$ cat src/rtl/k_and_s_pkg.sv
// Shared K-and-S definitions: bus widths and the memory responder state type.
package k_and_s_pkg;

  localparam int KS_ADDR_W = 5;
  localparam int KS_DATA_W = 16;
  localparam int KS_CNT_W  = 4;

  typedef enum logic [1:0] {
    IDLE = 2'd0,
    WAIT = 2'd1,
    RESP = 2'd2
  } mem_state_t;

endpackage

$ cat src/rtl/ks_mem_array.sv
// Word storage: one synchronous write port, one asynchronous read port, cleared on reset.
module ks_mem_array
  import k_and_s_pkg::*;
#(
  parameter int ADDR_W = KS_ADDR_W,
  parameter int DATA_W = KS_DATA_W
) (
  input  logic              clk,
  input  logic              rst_n,
  input  logic              we_i,
  input  logic [ADDR_W-1:0] waddr_i,
  input  logic [DATA_W-1:0] wdata_i,
  input  logic [ADDR_W-1:0] raddr_i,
  output logic [DATA_W-1:0] rdata_o
);

  localparam int DEPTH = 1 << ADDR_W;

  logic [DATA_W-1:0] mem_q [DEPTH];

  always_ff @(posedge clk or negedge rst_n) begin
    if (!rst_n) begin
      for (int i = 0; i < DEPTH; i++) mem_q[i] <= '0;
    end else if (we_i) begin
      mem_q[waddr_i] <= wdata_i;
    end
  end

  assign rdata_o = mem_q[raddr_i];

endmodule

$ cat src/rtl/ks_mem_responder.sv
// Memory-side responder for the K-and-S bus: fixed-latency single-word accesses plus host preload.
// state | meaning
// IDLE  | ready for a request or a host load
// WAIT  | request captured, counting down extra latency
// RESP  | access done, resp_valid high for this cycle
module ks_mem_responder
  import k_and_s_pkg::*;
#(
  parameter int ADDR_W      = KS_ADDR_W,
  parameter int DATA_W      = KS_DATA_W,
  parameter int WAIT_CYCLES = 1
) (
  input  logic              clk,
  input  logic              rst_n,
  input  logic              req_valid,
  input  logic              req_write,
  input  logic [ADDR_W-1:0] req_addr,
  input  logic [DATA_W-1:0] req_wdata,
  output logic              req_ready,
  output logic              resp_valid,
  output logic [DATA_W-1:0] resp_rdata,
  input  logic              load_en,
  input  logic [ADDR_W-1:0] load_addr,
  input  logic [DATA_W-1:0] load_data,
  output logic              load_err,
  input  logic              halt
);

  localparam logic [KS_CNT_W-1:0] WAIT_LOAD =
    (WAIT_CYCLES > 0) ? KS_CNT_W'(WAIT_CYCLES - 1) : '0;

  mem_state_t          state_q, state_d;
  logic [KS_CNT_W-1:0] cnt_q, cnt_d;
  logic [ADDR_W-1:0]   addr_q;
  logic [DATA_W-1:0]   wdata_q;
  logic                write_q;
  logic [DATA_W-1:0]   rdata_q, rdata_d;

  logic                capture;
  logic                access;
  logic                acc_write;
  logic [ADDR_W-1:0]   acc_addr;
  logic [DATA_W-1:0]   acc_wdata;
  logic                mem_we;
  logic [ADDR_W-1:0]   mem_waddr;
  logic [DATA_W-1:0]   mem_wdata;
  logic [DATA_W-1:0]   mem_rdata;

  always_comb begin
    state_d   = state_q;
    cnt_d     = cnt_q;
    req_ready = 1'b0;
    capture   = 1'b0;
    access    = 1'b0;
    acc_write = write_q;
    acc_addr  = addr_q;
    acc_wdata = wdata_q;
    mem_we    = 1'b0;
    mem_waddr = addr_q;
    mem_wdata = wdata_q;

    case (state_q)
      IDLE: begin
        req_ready = !halt && !load_en;
        // Zero-latency accesses use the live request since nothing is captured yet.
        acc_write = req_write;
        acc_addr  = req_addr;
        acc_wdata = req_wdata;
        if (load_en) begin
          mem_we    = 1'b1;
          mem_waddr = load_addr;
          mem_wdata = load_data;
        end else if (req_valid && req_ready) begin
          capture = 1'b1;
          if (WAIT_CYCLES == 0) begin
            access  = 1'b1;
            state_d = RESP;
          end else begin
            cnt_d   = WAIT_LOAD;
            state_d = WAIT;
          end
        end
      end
      WAIT: begin
        if (cnt_q == '0) begin
          access  = 1'b1;
          state_d = RESP;
        end else begin
          cnt_d = cnt_q - KS_CNT_W'(1);
        end
      end
      RESP: begin
        state_d = IDLE;
      end
      default: begin
        state_d = IDLE;
      end
    endcase

    if (access && acc_write) begin
      mem_we    = 1'b1;
      mem_waddr = acc_addr;
      mem_wdata = acc_wdata;
    end

    rdata_d = (access && !acc_write) ? mem_rdata : rdata_q;
  end

  always_ff @(posedge clk or negedge rst_n) begin
    if (!rst_n) begin
      state_q <= IDLE;
      cnt_q   <= '0;
      addr_q  <= '0;
      wdata_q <= '0;
      write_q <= 1'b0;
      rdata_q <= '0;
    end else begin
      state_q <= state_d;
      cnt_q   <= cnt_d;
      rdata_q <= rdata_d;
      if (capture) begin
        addr_q  <= req_addr;
        wdata_q <= req_wdata;
        write_q <= req_write;
      end
    end
  end

  ks_mem_array #(
    .ADDR_W (ADDR_W),
    .DATA_W (DATA_W)
  ) u_array (
    .clk     (clk),
    .rst_n   (rst_n),
    .we_i    (mem_we),
    .waddr_i (mem_waddr),
    .wdata_i (mem_wdata),
    .raddr_i (acc_addr),
    .rdata_o (mem_rdata)
  );

  assign resp_valid = (state_q == RESP);
  assign resp_rdata = rdata_q;
  assign load_err   = load_en && (state_q != IDLE);

endmodule

$ cat config.mk
export PLATFORM = sky130hd
export DESIGN_NAME = ks_mem_responder
export DESIGN_NICKNAME = d
export VERILOG_FILES = /design/src/rtl/k_and_s_pkg.sv /design/src/rtl/ks_mem_array.sv /design/src/rtl/ks_mem_responder.sv
export SDC_FILE = /design/constraint.sdc
export NUM_CORES = 1
export LEC_CHECK = 0
export ABC_CLOCK_PERIOD_IN_PS = 4100
export BUFFER_PORTS_ARGS = -buffer_cell sky130_fd_sc_hd__buf_2
export CAP_MARGIN = 15
export CORE_UTILIZATION = 42
export CTS_CLUSTER_SIZE = 30
export DETAILED_ROUTE_END_ITERATION = 7
export PLACE_DENSITY = 0.65
export SETUP_SLACK_MARGIN = 0.4
export SKIP_CTS_REPAIR_TIMING = 1
export SLEW_MARGIN = 20
export SYNTH_ARGS = -nofsm -noshare
export SYNTH_HDL_FRONTEND = slang
export SYNTH_SLANG_ARGS = --single-unit
$ cat constraint.sdc
create_clock -name clk -period 4.1 [get_ports clk]
set_input_delay 0.615 -clock clk [delete_from_list [all_inputs] [get_ports clk]]
set_output_delay 0.615 -clock clk [all_outputs]
set_load 0.02 [all_outputs]
==> summary.md <==
| Metric | Value |
|---|---|
| Pwr dens | `818 nW/um^2` |
| Seq cells post-synth | `556` |
| DRC errors left | `0` |
| Cell count after synthesis | `2509` |
| TNS Setup | `0 ns` |
| Non-Filler Instances | `3300` |
| Crit path largest cell delay | `~0.65 ns` |
| Cell accounting for the most synthesized area | `dfrtp_1` |
| Status | `finished with violations` |
| Synth Area in Adders | `less than 1%` |
| Post-DRT Antenna Nets | `0` |
| P_sw | `8.89 mW` |
| Static Leak | `12.6 nW` |
| Fin crit period | `3.28 ns` |
| Placed Instances | `3196` |
| Die ar. | `around 60000 um^2` |
| Area Growth Syn to Fin | `12.8%` |
| Antenna violations before repair | `3` |
| CTS Buf Count | `57` |
| Peak supply drop | `0.406 mV` |
| Yosys Warn Count | `0` |
| Synth Cell Area | `25000 um^2` |
| CTS tree | `yes` |
| Int Power | `14.2 mW` |
| Max Cap Viol | `0` |
| GP Congestion | `0.922` |
| Logic pwr share | `36.4%` |
| Worst-path fanout max | `20` |
| Drt initial violations | `1820` |
| Switching Share | `roughly two fifths` |
| Longest Clk Path Bufs | `3` |
| Max Clock Skew | `0.0170 ns` |
| Via count | `roughly 19000` |
| Top cell type's share of synthesized area | `55.7%` |
| Main combinational cell family by area after synthesis | `compound AO/OA/AOI/OAI gates` |
| Worst slew margin | `25.6%` |
| RSZ-0062 raised after global routing | `no` |
| Nets | `2531` |
| Pre-CTS setup slack | `0.857 ns` |
| Post-Syn Area per Cell | `~10 um^2` |
| Fraction of layout instances using a drive strength above 1 | `13.7%` |
| I/O Buffers | `66` |
| Fillers | `5339` |
| Worst Setup End Kind | `flip-flop` |
| Data required, critical path | `between 4 and 5 ns` |
| # rows | `just under 90` |
| Commonest non-fill, non-tap cell in the layout | `dfrtp_1` |
| Fin. max-slew vios | `0` |
| CTS H-tree lvls | `2` |
| Worst slew pin tran | `1.12 ns` |
| Worst hold slack | `-0.00331 ns` |
| Seq/Total Area, Yosys | `around 56%` |
| Synth top area cells | `dfrtp_1 (56%), o21ai_0 (7.5%), nand2_1 (5.8%), mux2i_1 (5.3%), a21oi_1 (4.5%)` |
| Synth async-reset ratio | `between 90% and 100%` |
| Post-synth net total | `2558` |
| # setup viols final | `0` |
| DR vias/cell | `approximately 5.8` |
| Failing checks | `negative hold slack` |
| Global route total overflow | `0` |
| Max frequency | `305 MHz` |
| Seq pwr share | `39.7%` |
| HPWL after DPL | `45600 um` |
| Most frequent cells in the layout | `dfrtp_1 (556), nand2_1 (386), o21ai_0 (371)` |
| Worst setup path category | `reg -> reg` |
| Root Driver | `clkbuf_16` |
| First-pass GRT wire length | `112000 um` |
| Final WS setup | `0.825 ns` |
| Compound-Gate Fraction of Synth Area | `17.3%` |
| Chip width | `approximately 250 um` |
| XOR/XNOR share of the synthesized area | `0.0702%` |
| GRT Total Usage | `24.3%` |
| Die Y | `246 um` |
| Drt wl/cell | `around 22 um` |
| Initial Util | `42.4%` |
| Arr. time, crit path | `3.76 ns` |
| DRT Pass-1 Iters | `5` |
| Main synth FF type | `dfrtp_1` |
| Largest net degree at the start of global routing | `104` |
| Synth cell types | `between 70 and 80` |
| Clock share of power | `between 20% and 30%` |
| Vias in the first global route | `around 19000` |
| Final count of hold timing violations | `2` |
| Worst-Skew Late Latency | `0.63 ns` |
| Hold/Removal Path Class | `in -> async` |
| Final Routed Wirelength | `72600 um` |
| Clock sink total | `556` |
| Tcrit/Tclk final | `79.9%` |
| Worst path cell trace | `o21a_2 -> nor2_4 -> buf_4 -> mux4_2 -> a32o_1 -> a211oi_1 -> o21ai_0` |
| Area share of and/or/nand/nor cells after synthesis | `about an eighth` |
| Clk slew on worst S/H paths | `0.07 ns` |
| Area of the core | `58900 um^2` |
| Critical-path top delay cell | `dfrtp_1` |
| I/O pin cnt | `67` |
| Crit path launch type | `flip-flop` |
| Number of synthesized flops with an enable pin | `0` |
| Mux cell area share after synthesis | `9.35%` |
-- critical path, delay by kind of cell (launching register included) --
kind | cells | cell delay, ns
multiplexers | 1 | 0.60
AO/OA/AOI/OAI | 4 | 1.21
buffers and inverters | 1 | 0.38
flip-flops | 1 | 0.65
AND/OR/NAND/NOR | 1 | 0.28
-- area by class of cell --
type	count	area [um^2]	share of cell area, %
Sequential cell	556	13900	49.4
Multi-Input combinational cell	1716	10200	36.3
Clock buffer	80	1620	5.76
Timing Repair Buffer	147	1050	3.72
Tap cell	773	967	3.43
Clock inverter	22	368	1.31
Inverter	4	15.0	0.0533
Antenna cell	2	5.00	0.0178
-- cells in the mapped netlist (all sizes together) (23+ instances only) --
master	n
mux4	32
nor3	36
buf	93
nand3	68
nand2	388
mux2	26
o21ai	393
nor2	213
a22o	23
o221ai	32
clkbuf	140
dfrtp	556
a21oi	228
mux2i	132
-- state kept, by name, indices dropped and copies added, names as in the netlist --
register	flops
cnt_q	4
state_q	2
wdata_q	16
write_q	1
addr_q	5
resp_rdata	16
u_array.mem_q	512
-- per-layer routing --
layer	GRT usage (%)	part of all wire [%]	vias up	wire length, um
li1	-	-	8726	-
met1	31.4	41	9577	29500
met2	39.8	48	726	34900
met3	4.38	7.0	172	5060
met4	10.9	4.3	0	3110
met5	0	0	-	0
-- stage by stage --
stage / hold slack (ns) / total power [mW] / util [%] / instance area, um^2
after floorplan: 0.319 / 14.5 / - / 25000
after global placement: 0.455 / 17.2 / 44.4 / 26200
after detailed placement: 0.465 / 17.5 / 44.4 / 26200
after CTS: 0.0134 / 23.1 / 47.8 / 28200
after global routing: 0.0332 / 24.3 / 47.8 / 28200
final: -0.00331 / 23.0 / 47.8 / 28200
-- final timing paths --
kind                                                     from                             end  slack [ns]  cells past startpoint
worst max-delay path                   state_q[0]$_DFFE_PN0P_       resp_rdata[4]$_DFFE_PN0P_        0.82                      7
worst min-delay path                                    rst_n  u_array.mem_q[260]$_DFFE_PN0P_      -0.003                      1
worst max register to register         state_q[0]$_DFFE_PN0P_       resp_rdata[4]$_DFFE_PN0P_        0.82                      7
worst min register to register  u_array.mem_q[23]$_DFFE_PN0P_   u_array.mem_q[23]$_DFFE_PN0P_        0.48                      2
max in group asynchronous                               rst_n  u_array.mem_q[417]$_DFFE_PN0P_        3.06                      2
min in group clk                                    req_valid            cnt_q[3]$_DFFE_PN0P_        0.21                      2
-- power groups by stage --
stage / clock, mW / combinational (mW) / sequential, mW
6_report: 5.52 / 8.39 / 9.14
5_1_grt: 5.83 / 9.13 / 9.38
4_1_cts: 5.60 / 8.34 / 9.10
3_5_place_dp: 0 / 8.32 / 9.18
3_3_place_gp: 0 / 8.10 / 9.05
2_1_floorplan: 0 / 5.72 / 8.77
-- logic make-up after synthesis --
group	Yosys count
mux	190
simple gates	765
flops	556
buf+inv	237
xor+xnor	2
fa+ha+maj	1
compound gates	758
Note: power is estimated with default switching activity, not from simulation.
